<file path="src/rtl/k054539_bus_seq.sv">
// k054539_bus_seq
//   Host-side bus sequencer for the 054539 CPU port. Register read/write
//   requests are queued in a small FIFO and replayed one at a time as timed
//   NCS + NWR/NRD cycles on the chip pins. The strobe is stretched while the
//   chip holds PIN_WAIT low. If PIN_WAIT stays low too long, the access is
//   cut short and a sticky error flag is set.
//
// Ports
//   CLK, NRES           clock, asynchronous active-low reset
//   req_valid/req_ready request handshake; req_ready = FIFO not full
//   req_rnw/addr/wdata  request contents (addr bit 8 is not used by the chip)
//   rd_valid/rd_data    one-cycle pulse carrying captured read data
//   busy                FIFO non-empty or an access in progress
//   err, err_clr        sticky WAIT-timeout flag and its clear
//   PIN_*, NCS/NWR/NRD  registered chip-side bus pins, strobes active low
module k054539_bus_seq #(
    parameter int unsigned FIFO_DEPTH = 4,
    parameter int unsigned T_SETUP    = 1,
    parameter int unsigned T_CS2STB   = 1,
    parameter int unsigned T_STB      = 8,
    parameter int unsigned T_HOLD     = 1,
    parameter int unsigned T_RECOV    = 2,
    parameter int unsigned WAIT_TO    = 64
) (
    input  logic       CLK,
    input  logic       NRES,
    input  logic       req_valid,
    output logic       req_ready,
    input  logic       req_rnw,
    input  logic [9:0] req_addr,
    input  logic [7:0] req_wdata,
    output logic       rd_valid,
    output logic [7:0] rd_data,
    output logic       busy,
    output logic       err,
    input  logic       err_clr,
    output logic [7:0] PIN_AB,
    output logic       PIN_AB09,
    output logic [7:0] PIN_DB_OUT,
    output logic       PIN_DB_OE,
    input  logic [7:0] PIN_DB_IN,
    output logic       NCS,
    output logic       NWR,
    output logic       NRD,
    input  logic       PIN_WAIT
);

    localparam int unsigned PW   = (FIFO_DEPTH > 1) ? $clog2(FIFO_DEPTH) : 1;
    localparam int unsigned M0   = (T_SETUP > T_CS2STB) ? T_SETUP : T_CS2STB;
    localparam int unsigned M1   = (M0 > T_STB) ? M0 : T_STB;
    localparam int unsigned M2   = (M1 > T_HOLD) ? M1 : T_HOLD;
    localparam int unsigned M3   = (M2 > T_RECOV) ? M2 : T_RECOV;
    localparam int unsigned CMAX = (M3 > WAIT_TO) ? M3 : WAIT_TO;
    localparam int unsigned CW   = (CMAX > 1) ? $clog2(CMAX) : 1;

    typedef enum logic [2:0] {
        S_IDLE, S_SETUP, S_CS, S_STB, S_HOLD, S_RECOV
    } state_t;

    // ---------------- request FIFO ----------------
    logic [17:0]   mem_q [FIFO_DEPTH];
    logic [PW-1:0] wr_ptr_q, rd_ptr_q;
    logic [PW:0]   count_q;
    logic          full, empty, push, pop;
    logic [17:0]   head;
    logic          addr8_unused;

    assign addr8_unused = req_addr[8];
    assign full      = (count_q == (PW+1)'(FIFO_DEPTH));
    assign empty     = (count_q == '0);
    assign req_ready = !full;
    // A push that coincides with a pop is accepted even at full: the level stays put.
    assign push      = req_valid && (!full || pop);
    assign head      = mem_q[rd_ptr_q];

    always_ff @(posedge CLK) begin
        if (push) mem_q[wr_ptr_q] <= {req_rnw, req_addr[9], req_addr[7:0], req_wdata};
    end

    always_ff @(posedge CLK or negedge NRES) begin
        if (!NRES) begin
            wr_ptr_q <= '0;
            rd_ptr_q <= '0;
            count_q  <= '0;
        end else begin
            if (push) wr_ptr_q <= wr_ptr_q + PW'(1);
            if (pop)  rd_ptr_q <= rd_ptr_q + PW'(1);
            case ({push, pop})
                2'b10:   count_q <= count_q + (PW+1)'(1);
                2'b01:   count_q <= count_q - (PW+1)'(1);
                default: count_q <= count_q;
            endcase
        end
    end

    // ---------------- access sequencer ----------------
    state_t        state_q, state_d;
    logic [CW-1:0] cnt_q, cnt_d;
    logic          ext_q, ext_d;     // strobe is in its PIN_WAIT extension window
    logic          rnw_q, rnw_d;
    logic          err_set, rd_cap, leave;

    assign rnw_d = pop ? head[17] : rnw_q;

    always_comb begin
        state_d = state_q;
        cnt_d   = cnt_q;
        ext_d   = ext_q;
        pop     = 1'b0;
        err_set = 1'b0;
        rd_cap  = 1'b0;
        leave   = 1'b0;
        case (state_q)
            S_IDLE: begin
                if (!empty) begin
                    pop     = 1'b1;
                    state_d = S_SETUP;
                    cnt_d   = CW'(T_SETUP - 1);
                end
            end
            S_SETUP: begin
                if (cnt_q == '0) begin
                    state_d = S_CS;
                    cnt_d   = CW'(T_CS2STB - 1);
                end else cnt_d = cnt_q - CW'(1);
            end
            S_CS: begin
                if (cnt_q == '0) begin
                    state_d = S_STB;
                    cnt_d   = CW'(T_STB - 1);
                    ext_d   = 1'b0;
                end else cnt_d = cnt_q - CW'(1);
            end
            S_STB: begin
                // Base window first; once it expires the counter is reused to
                // bound the number of extra cycles granted to PIN_WAIT.
                if (!ext_q) begin
                    if (cnt_q != '0) cnt_d = cnt_q - CW'(1);
                    else if (PIN_WAIT) leave = 1'b1;
                    else begin
                        ext_d = 1'b1;
                        cnt_d = CW'(WAIT_TO - 1);
                    end
                end else begin
                    if (PIN_WAIT) leave = 1'b1;
                    else if (cnt_q == '0) begin
                        leave   = 1'b1;
                        err_set = 1'b1;
                    end else cnt_d = cnt_q - CW'(1);
                end
                if (leave) begin
                    state_d = S_HOLD;
                    cnt_d   = CW'(T_HOLD - 1);
                    rd_cap  = rnw_q;
                end
            end
            S_HOLD: begin
                if (cnt_q == '0) begin
                    state_d = S_RECOV;
                    cnt_d   = CW'(T_RECOV - 1);
                end else cnt_d = cnt_q - CW'(1);
            end
            S_RECOV: begin
                if (cnt_q == '0) begin
                    if (!empty) begin
                        pop     = 1'b1;
                        state_d = S_SETUP;
                        cnt_d   = CW'(T_SETUP - 1);
                    end else state_d = S_IDLE;
                end else cnt_d = cnt_q - CW'(1);
            end
            default: state_d = S_IDLE;
        endcase
    end

    logic       ncs_q, nwr_q, nrd_q, oe_q, ab09_q, rd_valid_q, err_q;
    logic [7:0] ab_q, db_q, rd_data_q;

    // Pin registers are driven from the next state so they change together with it.
    always_ff @(posedge CLK or negedge NRES) begin
        if (!NRES) begin
            state_q    <= S_IDLE;
            cnt_q      <= '0;
            ext_q      <= 1'b0;
            rnw_q      <= 1'b0;
            ab_q       <= '0;
            ab09_q     <= 1'b0;
            db_q       <= '0;
            oe_q       <= 1'b0;
            ncs_q      <= 1'b1;
            nwr_q      <= 1'b1;
            nrd_q      <= 1'b1;
            rd_valid_q <= 1'b0;
            rd_data_q  <= '0;
            err_q      <= 1'b0;
        end else begin
            state_q <= state_d;
            cnt_q   <= cnt_d;
            ext_q   <= ext_d;
            rnw_q   <= rnw_d;
            if (pop) begin
                ab09_q <= head[16];
                ab_q   <= head[15:8];
                db_q   <= head[7:0];
            end
            ncs_q      <= !(state_d inside {S_CS, S_STB, S_HOLD});
            nwr_q      <= !(state_d == S_STB && !rnw_d);
            nrd_q      <= !(state_d == S_STB && rnw_d);
            oe_q       <= (state_d inside {S_SETUP, S_CS, S_STB, S_HOLD}) && !rnw_d;
            rd_valid_q <= rd_cap;
            if (rd_cap) rd_data_q <= PIN_DB_IN;
            if (err_clr)      err_q <= 1'b0;
            else if (err_set) err_q <= 1'b1;
        end
    end

    assign busy       = !empty || (state_q != S_IDLE);
    assign PIN_AB     = ab_q;
    assign PIN_AB09   = ab09_q;
    assign PIN_DB_OUT = db_q;
    assign PIN_DB_OE  = oe_q;
    assign NCS        = ncs_q;
    assign NWR        = nwr_q;
    assign NRD        = nrd_q;
    assign rd_valid   = rd_valid_q;
    assign rd_data    = rd_data_q;
    assign err        = err_q;

endmodule

</file>
<file path="config.mk">
export PLATFORM = sky130hd
export DESIGN_NAME = k054539_bus_seq
export DESIGN_NICKNAME = d
export VERILOG_FILES = /design/src/rtl/k054539_bus_seq.sv
export SDC_FILE = /design/constraint.sdc
export NUM_CORES = 1
export LEC_CHECK = 0
export CORE_MARGIN = 5
export CORE_UTILIZATION = 55
export CTS_CLUSTER_DIAMETER = 40
export DETAILED_ROUTE_END_ITERATION = 8
export PLACE_DENSITY = 0.8
export RECOVER_POWER = 100
export SYNTH_ARGS = -nofsm -noshare
export SYNTH_HDL_FRONTEND = slang
export SYNTH_SLANG_ARGS = --single-unit
</file>
<file path="constraint.sdc">
create_clock -name CLK -period 3.2 [get_ports CLK]
set_clock_uncertainty 0.2 [all_clocks]
set_input_delay 0.96 -clock CLK [delete_from_list [all_inputs] [get_ports CLK]]
set_output_delay 0.96 -clock CLK [all_outputs]
set_load 0.02 [all_outputs]
</file>
### Word-level counts from Yosys, hierarchy flattened

Memories as Yosys holds them, arrays and structs flattened.
Index checks and enable logic that the tools add are counted.

| storage, ports and cells | value |
|---|---|
| flip-flop bits (word level) | 49 |
| RAM bits | 72 |
| memories | 1 |
| output and inout bits | 33 |

| cells by class | value |
|---|---|
| add/subtract/negate cells | 5 |
| multiplexer cells | 45 |
| equality and inequality tests | 16 |
| reduce and logical (&&, ||, !) cells | 25 |

Memories:

| memory | words | width | rd ports | clocked after memory_dff | wr ports | RTL line | text |
|---|---|---|---|---|---|---|---|
| mem_q | 4 | 18 | 1 | 0 | 1 | 61 | `logic [17:0] mem_q [FIFO_DEPTH];` |

Operators by type and width:

| cell | number |
|---|---|
| $mux 6 | 11 |
| $pmux 6 s6 | 1 |
| $mux 1 | 23 |
| $mux 3 | 6 |
| $pmux 3 s6 | 1 |
| $eq 3x2->1 const B | 4 |
| $eq 3x3->1 const B | 4 |
| $ne 4x4->1 const B | 3 |
| $reduce_bool 6->1 | 2 |
| $eq 3x1->1 const B | 2 |
| $logic_not 1->1 | 6 |
| $logic_not 3->1 | 2 |
| $logic_not 6->1 | 1 |
| $pmux 3 s2 | 1 |
| $reduce_bool 2->1 | 3 |
| $reduce_bool 3->1 | 2 |
| $sub 6x1->6 const B | 1 |
| $add 2x1->2 const B | 2 |
| $logic_and 1x1->1 | 4 |
| $pmux 1 s2 | 2 |
| $reduce_and 4->1 | 1 |
| $reduce_bool 4->1 | 1 |
| $add 3x1->3 const B | 1 |
| $sub 3x1->3 const B | 1 |
| 5 further kinds | 6 |

### Longest topological paths before layout

| logic depth | value |
|---|---|
| word-level depth | 10 |
| mapped depth | 13 |
| depth with buffers taken out | 13 |

### Worst setup path after synthesis

No wires, ideal clock.

| timing path | value |
|---|---|
| path kind | reg-to-reg |
| start point | register cnt_q[0] |
| end point | register count_q[2] |
| path slack | 461 ps |
| stages on the path, launching flop included | 13 |
| data arrival time | 2460 ps |
| path buffers | 1 |
| path through | dfrtp_1 -> inv_1 -> ha_1 -> nor4b_4 -> a31oi_1 -> nor2_1 -> buf_2 -> ha_1 -> inv_1 -> fa_1 -> xor2_1 -> nor2_1 -> xor2_1 |

| on the way | value |
|---|---|
| cells in the longest elaborated chain, start to end | 7 |
| elaborated cells on any way between the ends | 9 |
| those cells by class | eq/ne (2); mux (3); reduce/logical (4) |

RTL lines:

| what | RTL line | text |
|---|---|---|
| start, declared | 98 | `logic [CW-1:0] cnt_q, cnt_d;` |
| start signal, assigned | 198 | `cnt_q <= cnt_d;` |
| $logic_not 6->1 (*) | 164 | `if (cnt_q == '0) begin` |
| $mux 1 (*) | 164 |  |
| $pmux 1 s2 (*) | 113 | `case (state_q)` |
| $logic_or 1x1->1 | 73 | `assign push = req_valid && (!full \|\| pop);` |
| $logic_and 1x1->1 | 73 |  |
| $eq 2x1->1 or $eq 2x2->1 (tied branches) | 88 | `case ({push, pop})` |
| $pmux 3 s2 or $reduce_bool 2->1 (tied branches) | - |  |
| end signal, assigned | 89 | `2'b10: count_q <= count_q + (PW+1)'(1);` |
| end signal, assigned | 90 | `2'b01: count_q <= count_q - (PW+1)'(1);` |
| end signal, assigned | 91 | `default: count_q <= count_q;` |
| end, declared | 63 | `logic [PW:0] count_q;` |

Mark *: on every way between the ends. The rest lies on a longest branch, timed or not.
A chain may end at the register's enable or synchronous reset.

### Final worst setup path

| timing path | value |
|---|---|
| start point | register state_q[2] |
| end point | output busy |

| on the way | value |
|---|---|
| cells in the longest elaborated chain, start to end | 2 |

RTL lines:

| what | RTL line | text |
|---|---|---|
| start, declared | 97 | `state_t state_q, state_d;` |
| start signal, assigned | 197 | `state_q <= state_d;` |
| $reduce_bool 3->1 | 217 | `assign busy = !empty \|\| (state_q != S_IDLE);` |
| $logic_or 1x1->1 | 217 |  |
| end, declared | 34 | `output logic busy,` |

Every way passes these cells.

==> flow_metrics.py <==
metrics = {
    "run_status": {
        "status": "finished, violations left",
        "violations": "max-capacitance violations, max-slew violations",
    },
    "synth": {
        "ys_top_cells_by_area": "edfxtp_1 44%, dfrtp_1 23%, mux4_2 8.2%",
        "yosys.area_share.simple_pct": 5.44,
        "synth_top_family_by_area": "multiplexers",
        "synthCells": 295,
        "yosysSeqAreaShare_pct": 68.9,
        "async_flop_share_pct": 40.5,
        "synth-seq-cells": 121,
        "yosys.area_share.adder_pct": 1.93,
        "synth_area_sq_um": 4920,
        "synth-xor-area-share_pct": 1.07,
        "synth-compound-area-share_pct": 6.13,
        "synthMostInstantiatedCell": "edfxtp_1",
        "ys.flop_type": "edfxtp_1",
        "ys_types": 49,
        "synth_top_area_share_pct": 43.9,
        "synthMuxAreaShare_pct": 14.4,
        "synth_top_cell_by_area": "edfxtp_1",
        "synth_common_cells": "72 x edfxtp_1, 46 x dfrtp_1, 27 x mux2_2",
        "syn_nets": 334,
        "yosysWarnings": 0,
        "postSynthAreaPerCell_sq_um": 16.7,
        "synth_edf_count": 72,
    },
    "setup_path": {
        "endpoint_kind": "primary output",
        "rr_startpoint": "cnt_q[0]",
        "cp_cell_sequence": "nor3_1 -> nand2_1 -> clkdlybuf4s50_1",
        "cp_slowest_cell": "clkdlybuf4s50_1",
        "path_buf_inv": 1,
        "slowest_delay_ps": 560,
        "crit_fanout": 9,
        "crit_type": "reg -> out",
        "crit_family": "buffers and inverters",
        "critPathLaunchType": "register",
        "cp-startpoint": "state_q[2]",
        "cp.required_ps": 2040,
        "r2r_slack_ps": 200,
        "crit_arrival_ps": 1980,
    },
    "clock_tree": {
        "max-clock-path-buffers": 2,
        "clk_pin_slew_ps": 60,
        "numCtsBuffers": 17,
        "clock_latency_ps": 520,
        "cts_tree": "yes",
        "cts_hold_buf": 0,
        "h-tree-depth": 4,
        "cts_root_buf": "clkbuf_8",
        "cts.sinks": 121,
        "cts_resized": 0,
        "cts_setup_buffers": 0,
    },
    "sta": {
        "rsz0062_at_grt": "no",
        "tightest_slew_ps": 1690,
        "period_minus_slack_ps": 3140,
        "slew_headroom_pct": -12.5,
        "setup-tns-final_ps": 0,
        "slew_viol_final": 30,
        "post-route-period-util_pct": 98.2,
        "fmax_mhz": 318,
        "finalHoldViolCount": 0,
        "setup_violations": 0,
        "worst_slack_ps": 56.4,
    },
    "cells_and_area": {
        "multi_input_area_sq_um": 1400,
        "drive_gt1_share_pct": 23.9,
        "fillers": 535,
        "final_area_sq_um": 6370,
        "antenna_cells": 0,
        "final_util_pct": 73.1,
        "area_delta_synth_final_pct": 29.6,
        "nets": 419,
        "regArea_sq_um": 3390,
    },
    "place": {
        "place_ws_ps": 254,
        "dpl_cell_area_sq_um": 5790,
        "numPortBuffers": 63,
        "post-dp-hpwl_mm": 6.46,
        "place.gp.congestion": 0.847,
    },
    "global_route": {
        "grt_overflow": 0,
        "grt_pass1_vias": 3074,
        "grt_max_degree": 30,
        "grt_usage_pct": 19.8,
        "grt_pass1_wl_mm": 16.5,
        "antenna_found_initial": 0,
    },
    "detailed_routing": {
        "post_drt_via_cell_ratio": 5.82,
        "wl_mm": 10.2,
        "dr.max_layer_used": "met4",
        "wl_met1_mm": 4.17,
        "avgRoutedWirePerCell_um": 20.4,
        "ant_nets": 0,
        "drcViolationCount": 0,
        "routed-wl-met3_um": 540,
        "drt_first_iter_violations": 181,
        "first_pass_iters": 5,
        "vias": 2918,
        "wl_met2_mm": 5.39,
    },
    "hold_path": {
        "hp-class": "reg -> reg",
        "hp-start": "rd_data[7]",
    },
    "pwr": {
        "leakagePower_uw": 0.00243,
        "peakVddDrop_uv": 529,
        "powerDensity_nw_per_um2": 1090,
    },
    "run": {
        "max-cap-violations": 1,
    },
    "floorplanning": {
        "die_y_um": 105,
        "core_sq_um": 8720,
        "io_pins": 65,
        "start_util_pct": 56.4,
        "num_rows": 34,
        "die_w_um": 105,
        "die_area_sq_um": 10900,
    },
}
[layer usage]
metal  up-vias  global-route usage, %
li1       1307                      -
met1      1503                   24.8
met2        94                   32.9
met3        14                   5.67
met4         0                   7.21
met5         -                      0
[final cells by class]
class | count | share of cell area (%)
clock inverters | 11 | 3.08
repair buffers | 77 | 11.9
inverters | 14 | 0.824
flip-flops and latches | 121 | 53.2
well taps | 108 | 2.12
multi-input cells | 149 | 22.0
clock buffers | 21 | 6.89
[sequential cells by signal, summed over array words and instances, names as in the netlist, 2 cells and up]
register	flops
count_q	3
wr_ptr_q	2
PIN_AB	8
rd_ptr_q	2
mem_q	72
cnt_q	6
PIN_DB_OUT	8
state_q	3
rd_data	8
[cell usage in the layout, fill, tap and decap left out, drive strengths merged, types with 6 or more instances in the layout]
master,Yosys,layout
inv,14,14
mux4,18,18
ha,6,6
clkdlybuf4s50,0,12
nand2,12,12
mux2,27,27
edfxtp,72,72
o21ai,12,12
dlygate4sd3,0,50
dfrtp,46,46
clkbuf,5,26
a21oi,10,10
buf,6,10
nor2,10,10
[per-stage QoR]
step,power (uW),std cells,hold slack [ps]
after floorplan,4070,295,264
after global placement,4910,469,284
after detailed placement,5030,469,292
after CTS,7120,501,305
after global routing,7290,501,320
final,6930,501,296
[worst register-to-register path, cell delays in order (launching register included)]
cell      delay [ps]
dfrtp_1          400
inv_1             70
ha_1             230
nor4b_4          410
a31oi_1          160
nor2_2           220
o21a_1           190
clkbuf_1         230
and2_1           310
buf_6            260
[power breakdown]
part,switching (uW),total [uW],internal [uW]
sequential,301,2480,2180
clock,678,2040,1370
combinational,1260,2410,1150
total,2240,6930,4700
[final timing paths]
| kind | to | cells past startpoint |
|---|---|---|
| max | busy | 3 |
| min | rd_data[7] | 1 |
| max reg2reg | mem_q[3][14] | 9 |
| min reg2reg | rd_data[7] | 1 |
| max in group asynchronous | rd_data[6] | 2 |
| min in group asynchronous | PIN_DB_OUT[5] | 1 |
[cells by family (layout without fill, tap and decap cells)]
logic type	after synthesis	in the layout
simple gates	48	48
xor+xnor	6	6
fa+ha+maj	7	7
compound gates	43	43
flops	121	121
buf+inv	25	123
mux	45	45
No activity file was read; power rests on OpenSTA's default activity.
